--- config.mk ---
export PLATFORM = sky130hd
export DESIGN_NAME = router_fsm
export DESIGN_NICKNAME = d
export VERILOG_FILES = /design/src/rtl/router_pkg.sv /design/src/rtl/router_fsm.sv
export SDC_FILE = /design/constraint.sdc
export NUM_CORES = 1
export LEC_CHECK = 0
export ABC_AREA = 1
export BUFFER_PORTS_ARGS = -buffer_cell sky130_fd_sc_hd__buf_2
export CAP_MARGIN = 20
export CORE_MARGIN = 2
export CORE_UTILIZATION = 33
export CTS_CLUSTER_SIZE = 16
export DETAILED_ROUTE_END_ITERATION = 12
export GPL_TIMING_DRIVEN = 0
export HOLD_SLACK_MARGIN = 0.1
export PLACE_DENSITY_LB_ADDON = 0.12
export SLEW_MARGIN = 25
export SYNTH_ARGS = -nofsm -noshare
export SYNTH_HDL_FRONTEND = slang
export SYNTH_SLANG_ARGS = --single-unit
--- constraint.sdc ---
create_clock -name clock -period 1.4 [get_ports clock]
set_input_delay 0.14 -clock clock [delete_from_list [all_inputs] [get_ports clock]]
set_output_delay 0.14 -clock clock [all_outputs]
set_load 0.03 [all_outputs]
--- src/rtl/router_pkg.sv ---
// Shared types and constants for the 1x3 router packet-reception controller.
package router_pkg;

    localparam int unsigned ADDR_W    = 2;
    localparam int unsigned NUM_PORTS = 3;

    localparam logic [ADDR_W-1:0] INVALID_ADDR = 2'b11;
    localparam logic [ADDR_W-1:0] PORT_0       = 2'd0;
    localparam logic [ADDR_W-1:0] PORT_1       = 2'd1;
    localparam logic [ADDR_W-1:0] PORT_2       = 2'd2;

    typedef enum logic [2:0] {
        DECODE_ADDRESS     = 3'd0,
        LOAD_FIRST_DATA    = 3'd1,
        LOAD_DATA          = 3'd2,
        LOAD_PARITY        = 3'd3,
        FIFO_FULL_STATE    = 3'd4,
        LOAD_AFTER_FULL    = 3'd5,
        WAIT_TILL_EMPTY    = 3'd6,
        CHECK_PARITY_ERROR = 3'd7
    } state_e;

    // Picks the per-port flag addressed by idx; the invalid address selects nothing.
    function automatic logic port_sel(input logic [NUM_PORTS-1:0] vec,
                                      input logic [ADDR_W-1:0]    idx);
        logic sel;
        sel = 1'b0;
        case (idx)
            PORT_0:  sel = vec[0];
            PORT_1:  sel = vec[1];
            PORT_2:  sel = vec[2];
            default: sel = 1'b0;
        endcase
        return sel;
    endfunction

endpackage

--- src/rtl/router_fsm.sv ---
// Packet-reception controller: header decode, payload load, full stall and
// parity sequencing for the 1x3 router, with per-FIFO soft-reset abort.
module router_fsm
    import router_pkg::*;
(
    input  logic              clock,
    input  logic              resetn,
    input  logic              pkt_valid,
    input  logic [ADDR_W-1:0] data_in,
    input  logic              fifo_full,
    input  logic              fifo_empty_0,
    input  logic              fifo_empty_1,
    input  logic              fifo_empty_2,
    input  logic              soft_reset_0,
    input  logic              soft_reset_1,
    input  logic              soft_reset_2,
    input  logic              parity_done,
    input  logic              low_pkt_valid,
    output logic              detect_add,
    output logic              lfd_state,
    output logic              ld_state,
    output logic              laf_state,
    output logic              full_state,
    output logic              write_enb_reg,
    output logic              rst_int_reg,
    output logic              busy
);

    state_e              state_q, state_d;
    logic [ADDR_W-1:0]   addr_q, addr_d;
    logic [NUM_PORTS-1:0] empty_vec;
    logic [NUM_PORTS-1:0] soft_vec;
    logic                empty_live;
    logic                empty_latched;
    logic                soft_hit;

    assign empty_vec     = {fifo_empty_2, fifo_empty_1, fifo_empty_0};
    assign soft_vec      = {soft_reset_2, soft_reset_1, soft_reset_0};
    assign empty_live    = port_sel(empty_vec, data_in);
    assign empty_latched = port_sel(empty_vec, addr_q);
    assign soft_hit      = port_sel(soft_vec, addr_q);

    // State register and destination address latch.
    always_ff @(posedge clock or negedge resetn) begin
        if (!resetn) begin
            state_q <= DECODE_ADDRESS;
            addr_q  <= '0;
        end else begin
            state_q <= state_d;
            addr_q  <= addr_d;
        end
    end

    // Next-state logic; a soft reset of the targeted FIFO aborts any packet.
    always_comb begin
        state_d = state_q;
        addr_d  = addr_q;

        if (state_q == DECODE_ADDRESS && pkt_valid) begin
            addr_d = data_in;
        end

        case (state_q)
            DECODE_ADDRESS: begin
                if (pkt_valid && data_in != INVALID_ADDR) begin
                    state_d = empty_live ? LOAD_FIRST_DATA : WAIT_TILL_EMPTY;
                end
            end
            LOAD_FIRST_DATA: state_d = LOAD_DATA;
            LOAD_DATA: begin
                if (fifo_full) begin
                    state_d = FIFO_FULL_STATE;
                end else if (!pkt_valid) begin
                    state_d = LOAD_PARITY;
                end
            end
            FIFO_FULL_STATE: begin
                if (!fifo_full) begin
                    state_d = LOAD_AFTER_FULL;
                end
            end
            LOAD_AFTER_FULL: begin
                if (parity_done) begin
                    state_d = DECODE_ADDRESS;
                end else if (low_pkt_valid) begin
                    state_d = LOAD_PARITY;
                end else begin
                    state_d = LOAD_DATA;
                end
            end
            LOAD_PARITY: state_d = CHECK_PARITY_ERROR;
            CHECK_PARITY_ERROR: begin
                state_d = fifo_full ? FIFO_FULL_STATE : DECODE_ADDRESS;
            end
            WAIT_TILL_EMPTY: begin
                if (empty_latched) begin
                    state_d = LOAD_FIRST_DATA;
                end
            end
            default: state_d = DECODE_ADDRESS;
        endcase

        if (state_q != DECODE_ADDRESS && soft_hit) begin
            state_d = DECODE_ADDRESS;
        end
    end

    // Moore output decode from the state register only.
    always_comb begin
        detect_add    = 1'b0;
        lfd_state     = 1'b0;
        ld_state      = 1'b0;
        laf_state     = 1'b0;
        full_state    = 1'b0;
        write_enb_reg = 1'b0;
        rst_int_reg   = 1'b0;
        busy          = 1'b1;
        case (state_q)
            DECODE_ADDRESS: begin
                detect_add = 1'b1;
                busy       = 1'b0;
            end
            LOAD_FIRST_DATA: lfd_state = 1'b1;
            LOAD_DATA: begin
                ld_state      = 1'b1;
                write_enb_reg = 1'b1;
                busy          = 1'b0;
            end
            LOAD_PARITY: write_enb_reg = 1'b1;
            FIFO_FULL_STATE: full_state = 1'b1;
            LOAD_AFTER_FULL: begin
                laf_state     = 1'b1;
                write_enb_reg = 1'b1;
            end
            CHECK_PARITY_ERROR: rst_int_reg = 1'b1;
            WAIT_TILL_EMPTY: ;
            default: ;
        endcase
    end

endmodule
# Yosys cells after proc, flatten, opt, wreduce, memory -nomap -nowiden
# Cells that the tools add are included.
# totals
reg_bits	5
in_bits	14
out_inout_bits	8
# classes
n_eq_ne	16
mux	22
n_reduce_logical	10
# op_table
op	count
3-bit 2-to-1 mux	8
3-bit case mux with 8 select lines	1
3-bit equality test, second input constant	4
1-bit 2-to-1 mux	9
1-bit case mux with 3 select lines	3
3-bit by 2-bit equality test with 1-bit output, second input constant	2
3-bit inequality test, second input constant	2
2-bit by 1-bit equality test with 1-bit output, second input constant	2
2-bit equality test, second input constant	2
2-bit zero test	2
4-bit inequality test, second input constant	1
4-bit AND reduction	1
3-bit by 1-bit equality test with 1-bit output, second input constant	1
1-bit logical AND	3
3-bit zero test	1
3-bit by 1-bit inequality test with 1-bit output, second input constant	1
3-bit nonzero test	1
3-bit OR reduction	1
2-bit 2-to-1 mux	1
2-bit inequality test, second input constant	1
2-bit OR reduction	1

# Depth between registers and ports, before layout
# depth
word_depth	6
mapped_depth	10

# Worst setup path after synthesis
# No wires, ideal clock.
# synth_path
path_type	register -> output
startpoint	register state_q[0]
endpoint	output port write_enb_reg
arrival_ps	1237
required_ps	1260
path_slack_ps	23
stages_incl_launch_ff	6
n_path_buf	0
cell_sequence	dfrtp_1 -> inv_1 -> nand2_1 -> nor2_2 -> inv_1 -> nand3_1
# synth_between
elab_chain_cells	3
word_cells_on_any_way	5
cone_classes	eq/ne: 3; mux: 1; reduce/logical: 1
# synth_lines
item	line_no	text
start, declared	router_fsm.sv:29	state_e state_q, state_d;
start signal, assigned	router_fsm.sv:49	state_q <= state_d;
3-bit equality test / 3-bit by 2-bit equality test with 1-bit output (equally long branches)	router_fsm.sv:118	case (state_q)
3-bit OR reduction (no source line) (*)	-	
1-bit 2-to-1 mux (*)	router_fsm.sv:118	
end, declared	router_fsm.sv:24	output logic write_enb_reg,
# Every way passes the cells marked *; elsewhere a longest branch is shown, timed or not.

# Worst setup path after layout
# layout_path
startpoint	register state_q[0]
endpoint	output port busy
# layout_between
elab_chain_cells	3
word_cells_on_any_way	4
cone_classes	eq/ne: 1; mux: 1; reduce/logical: 2
# layout_lines
item	line_no	text
3-bit by 2-bit equality test with 1-bit output / 3-bit zero test (equally long branches)	router_fsm.sv:118	
2-bit OR reduction (no source line) (*)	-	
1-bit 2-to-1 mux (*)	router_fsm.sv:118	
end, declared	router_fsm.sv:26	output logic busy
# Marks and branches as above.

==> flow_summary_export.csv <==
group,metric,value,unit
detailed_routing,wire_per_inst,9.62,µm
sta,tns,0,ns
synth,yosysTopAreaCell,"dfrtp_1",
cts,clock_latency,0.24,ns
global_routing,grtUsageTotal,14.9,%
sta,clock_skew,0.000592,ns
synth,synth-xor-area-share,0,%
sta,tightest_slew,0.202,ns
finish,drive_gt1_share,46.2,%
sta,setup_violations,0,
global_routing,grt_overflow,0,
synth,synth.distinct_cells,15,
synth,synth_fp_nets,103,
detailed_routing,ant_nets,0,
floorplanning,core_area,0.00151,mm²
detailed_routing,dr.pass1.iters,4,
cts,cts.clk_slew.worst_paths,0.04,ns
sta,fmax,0.741,GHz
critical_path,critPathKind,"reg2out",
critical_path,worst_setup_path_end_kind,"output pin",
cts,cts_tree,"built",
floorplanning,start_util,35.2,%
detailed_routing,drt-total-wl,1280,µm
critical_path,reg2reg_slack,0.13,ns
cts,cts-htree-levels,1,
finish,nets,132,
synth,synth.area.top_cells,"dfrtp_1 24%, nand2_1 15%, nand3_1 14%",
sta,relSlewSlack,86.4,%
synth,synth_top_cells_by_count,"21 x nand2_1, 15 x nand3_1, 12 x inv_1, 11 x nor2_1",
critical_path,worst-endpoint-arrival,1.21,ns
global_routing,grt_max_degree,8,
synth,mappedNetlistArea,531,µm²
cts,numCtsBuffers,3,
synth,synth-simple-area-share,59.7,%
synth,synth_top_family_by_area,"simple AND/OR/NAND/NOR gates",
critical_path,cp-start-kind,"register",
hold_path,holdCritPathClass,"in2async",
global_routing,grtUsageMet1,20.4,%
global_routing,met3_usage,3.67,%
power_and_ir_drop,p_leak,0.442,nW
finish,nFillCells,168,
place,port_buffers,21,
global_routing,antenna_found_initial,0,
finish,utilization,50.0,%
synth,ys_seq_area_share,23.6,%
power_and_ir_drop,p_total,1.78,mW
place,placed_cell_area,656,µm²
detailed_routing,routed_via_density,4.74,
synth,synth_seq_cells,5,
floorplanning,die_area,0.00194,mm²
floorplanning,ioPinCount,22,
finish,num_antenna_cells,0,
synth,synth_compound_area_share,5.42,%
place,pre_cts_ws,0.118,ns
floorplanning,die_height,44.1,µm
synth,synth_edf_count,0,
sta,setup_slack,0.0511,ns
synth,synth_top_area_share,23.6,%
status,status,"complete, no violations",
synth,synthMuxAreaShare,0,%
global_routing,grtUsageMet2,22.1,%
detailed_routing,drc,0,
sta,rsz0062_at_grt,"yes",
critical_path,critPathMaxFanout,5,
power_and_ir_drop,power.density,2370,mW/mm²
synth,synth.avg_cell_area,5.96,µm²
power_and_ir_drop,irDropWorstVdd,1270,µV
detailed_routing,drt_iter0_markers,12,
synth,synthAdderAreaFrac,0,%
synth,async_flop_share,100,%
global_routing,grt_pass1_vias,543,
sta,final.period_utilization,96.4,%
sta,finalMaxSlewViolations,0,
global_routing,busiest_layer,"met2",
finish,final_cell_area,753,µm²
synth,synth_top_flop_cell,"dfrtp_1",
flow_run,drv_cap,0,
sta,finalHoldViolCount,0,
synth,netlist_instances,89,
floorplanning,num_rows,14,
cts,clockBufferDepth,2,
floorplanning,chipWidth,44.1,µm
finish,area_growth,42.0,%
cts,clkSinkCount,5,
cts,root_buffer,"clkbuf_4",
global_routing,grt_pass1_wl,2150,µm
synth,synth.most_common_cell,"nand2_1",
sta,layout_min_cycle_time,1.35,ns
critical_path,crit_required,1.26,ns
detailed_routing,num_vias,630,
place,gp_congestion,0.778,
synth,ys_warn_count,0,
place,hpwlAfterDp,1010,µm
-- final timing paths --
kind / start / to / depth (start not counted)
setup / recovery: state_q[0] / busy / 7
hold / removal: resetn / state_q[0] / 2
setup reg to reg: state_q[0] / state_q[1] / 10
hold reg to reg: addr_q[1] / addr_q[1] / 2
max in group asynchronous: resetn / addr_q[1] / 2
min in group clock: data_in[1] / addr_q[1] / 3
-- final cells by class --
type / count / area [µm²] / share of cell area, %
Clock buffer: 4 / 26.3 / 3.49
Inverter: 16 / 65.1 / 8.64
Multi-Input combinational cell: 68 / 363 / 48.2
Sequential cell: 5 / 130 / 17.3
Tap cell: 16 / 20.0 / 2.66
Timing Repair Buffer: 24 / 149 / 19.8
-- cell families after synthesis --
group,after synthesis
simple gates,63
buf+inv,16
flops,5
compound gates,5
-- per-stage QoR --
stage / hold WS [ns] / std cells
floorplan: -0.156 / 89
finish: 0.246 / 133
detailed placement: -0.0433 / 126
CTS: 0.231 / 132
global placement: -0.0451 / 126
global route: 0.227 / 133
-- worst max-delay path, cell delays in order (launching register included) --
cell and delay [ns]:
dfrtp_2 0.45, inv_2 0.07, nand2_2 0.07, nor2_4 0.12, inv_2 0.04, nand2_1 0.05
inv_1 0.04, buf_6 0.13
-- cells in the final DEF (no fill, tap or decap), types with 3 or more instances in the layout --
master     n
buf_2     18
inv_1      8
o21ai_0    4
nand3_1   14
nand2_2    6
nand2_1   20
inv_2      6
dfrtp_2    4
clkbuf_4   3
buf_6      3
nor2_1    11
-- routing by layer --
metal / part of all wire [%] / up-vias / routed length (µm)
li1: - / 337 / -
met3: 3.5 / 0 / 45
met1: 49 / 280 / 626
met5: 0 / - / 0
met2: 48 / 13 / 609
met4: 0 / 0 / 0
-- registers in the layout (all words and copies together) (netlist names) --
| signal | cells |
|---|---|
| state_q | 3 |
| addr_q | 2 |
-- power breakdown --
part / total (mW) / leakage (nW) / internal [mW] / switching (mW)
registers: 0.357 / 0.0581 / 0.224 / 0.133
logic: 1.26 / 0.368 / 0.483 / 0.782
clock network: 0.161 / 0.0150 / 0.107 / 0.0536
-- what timing repair did --
action                                  in CTS  in global routing
endpoints found under the setup margin       3                  9
gates resized for setup                      7                 13
hold buffers                                 1                  0
hold endpoints to repair                     5                  0
buffers inserted                             1                  1
pin swaps                                    1                  2
Power figures use the tool's default switching activity.
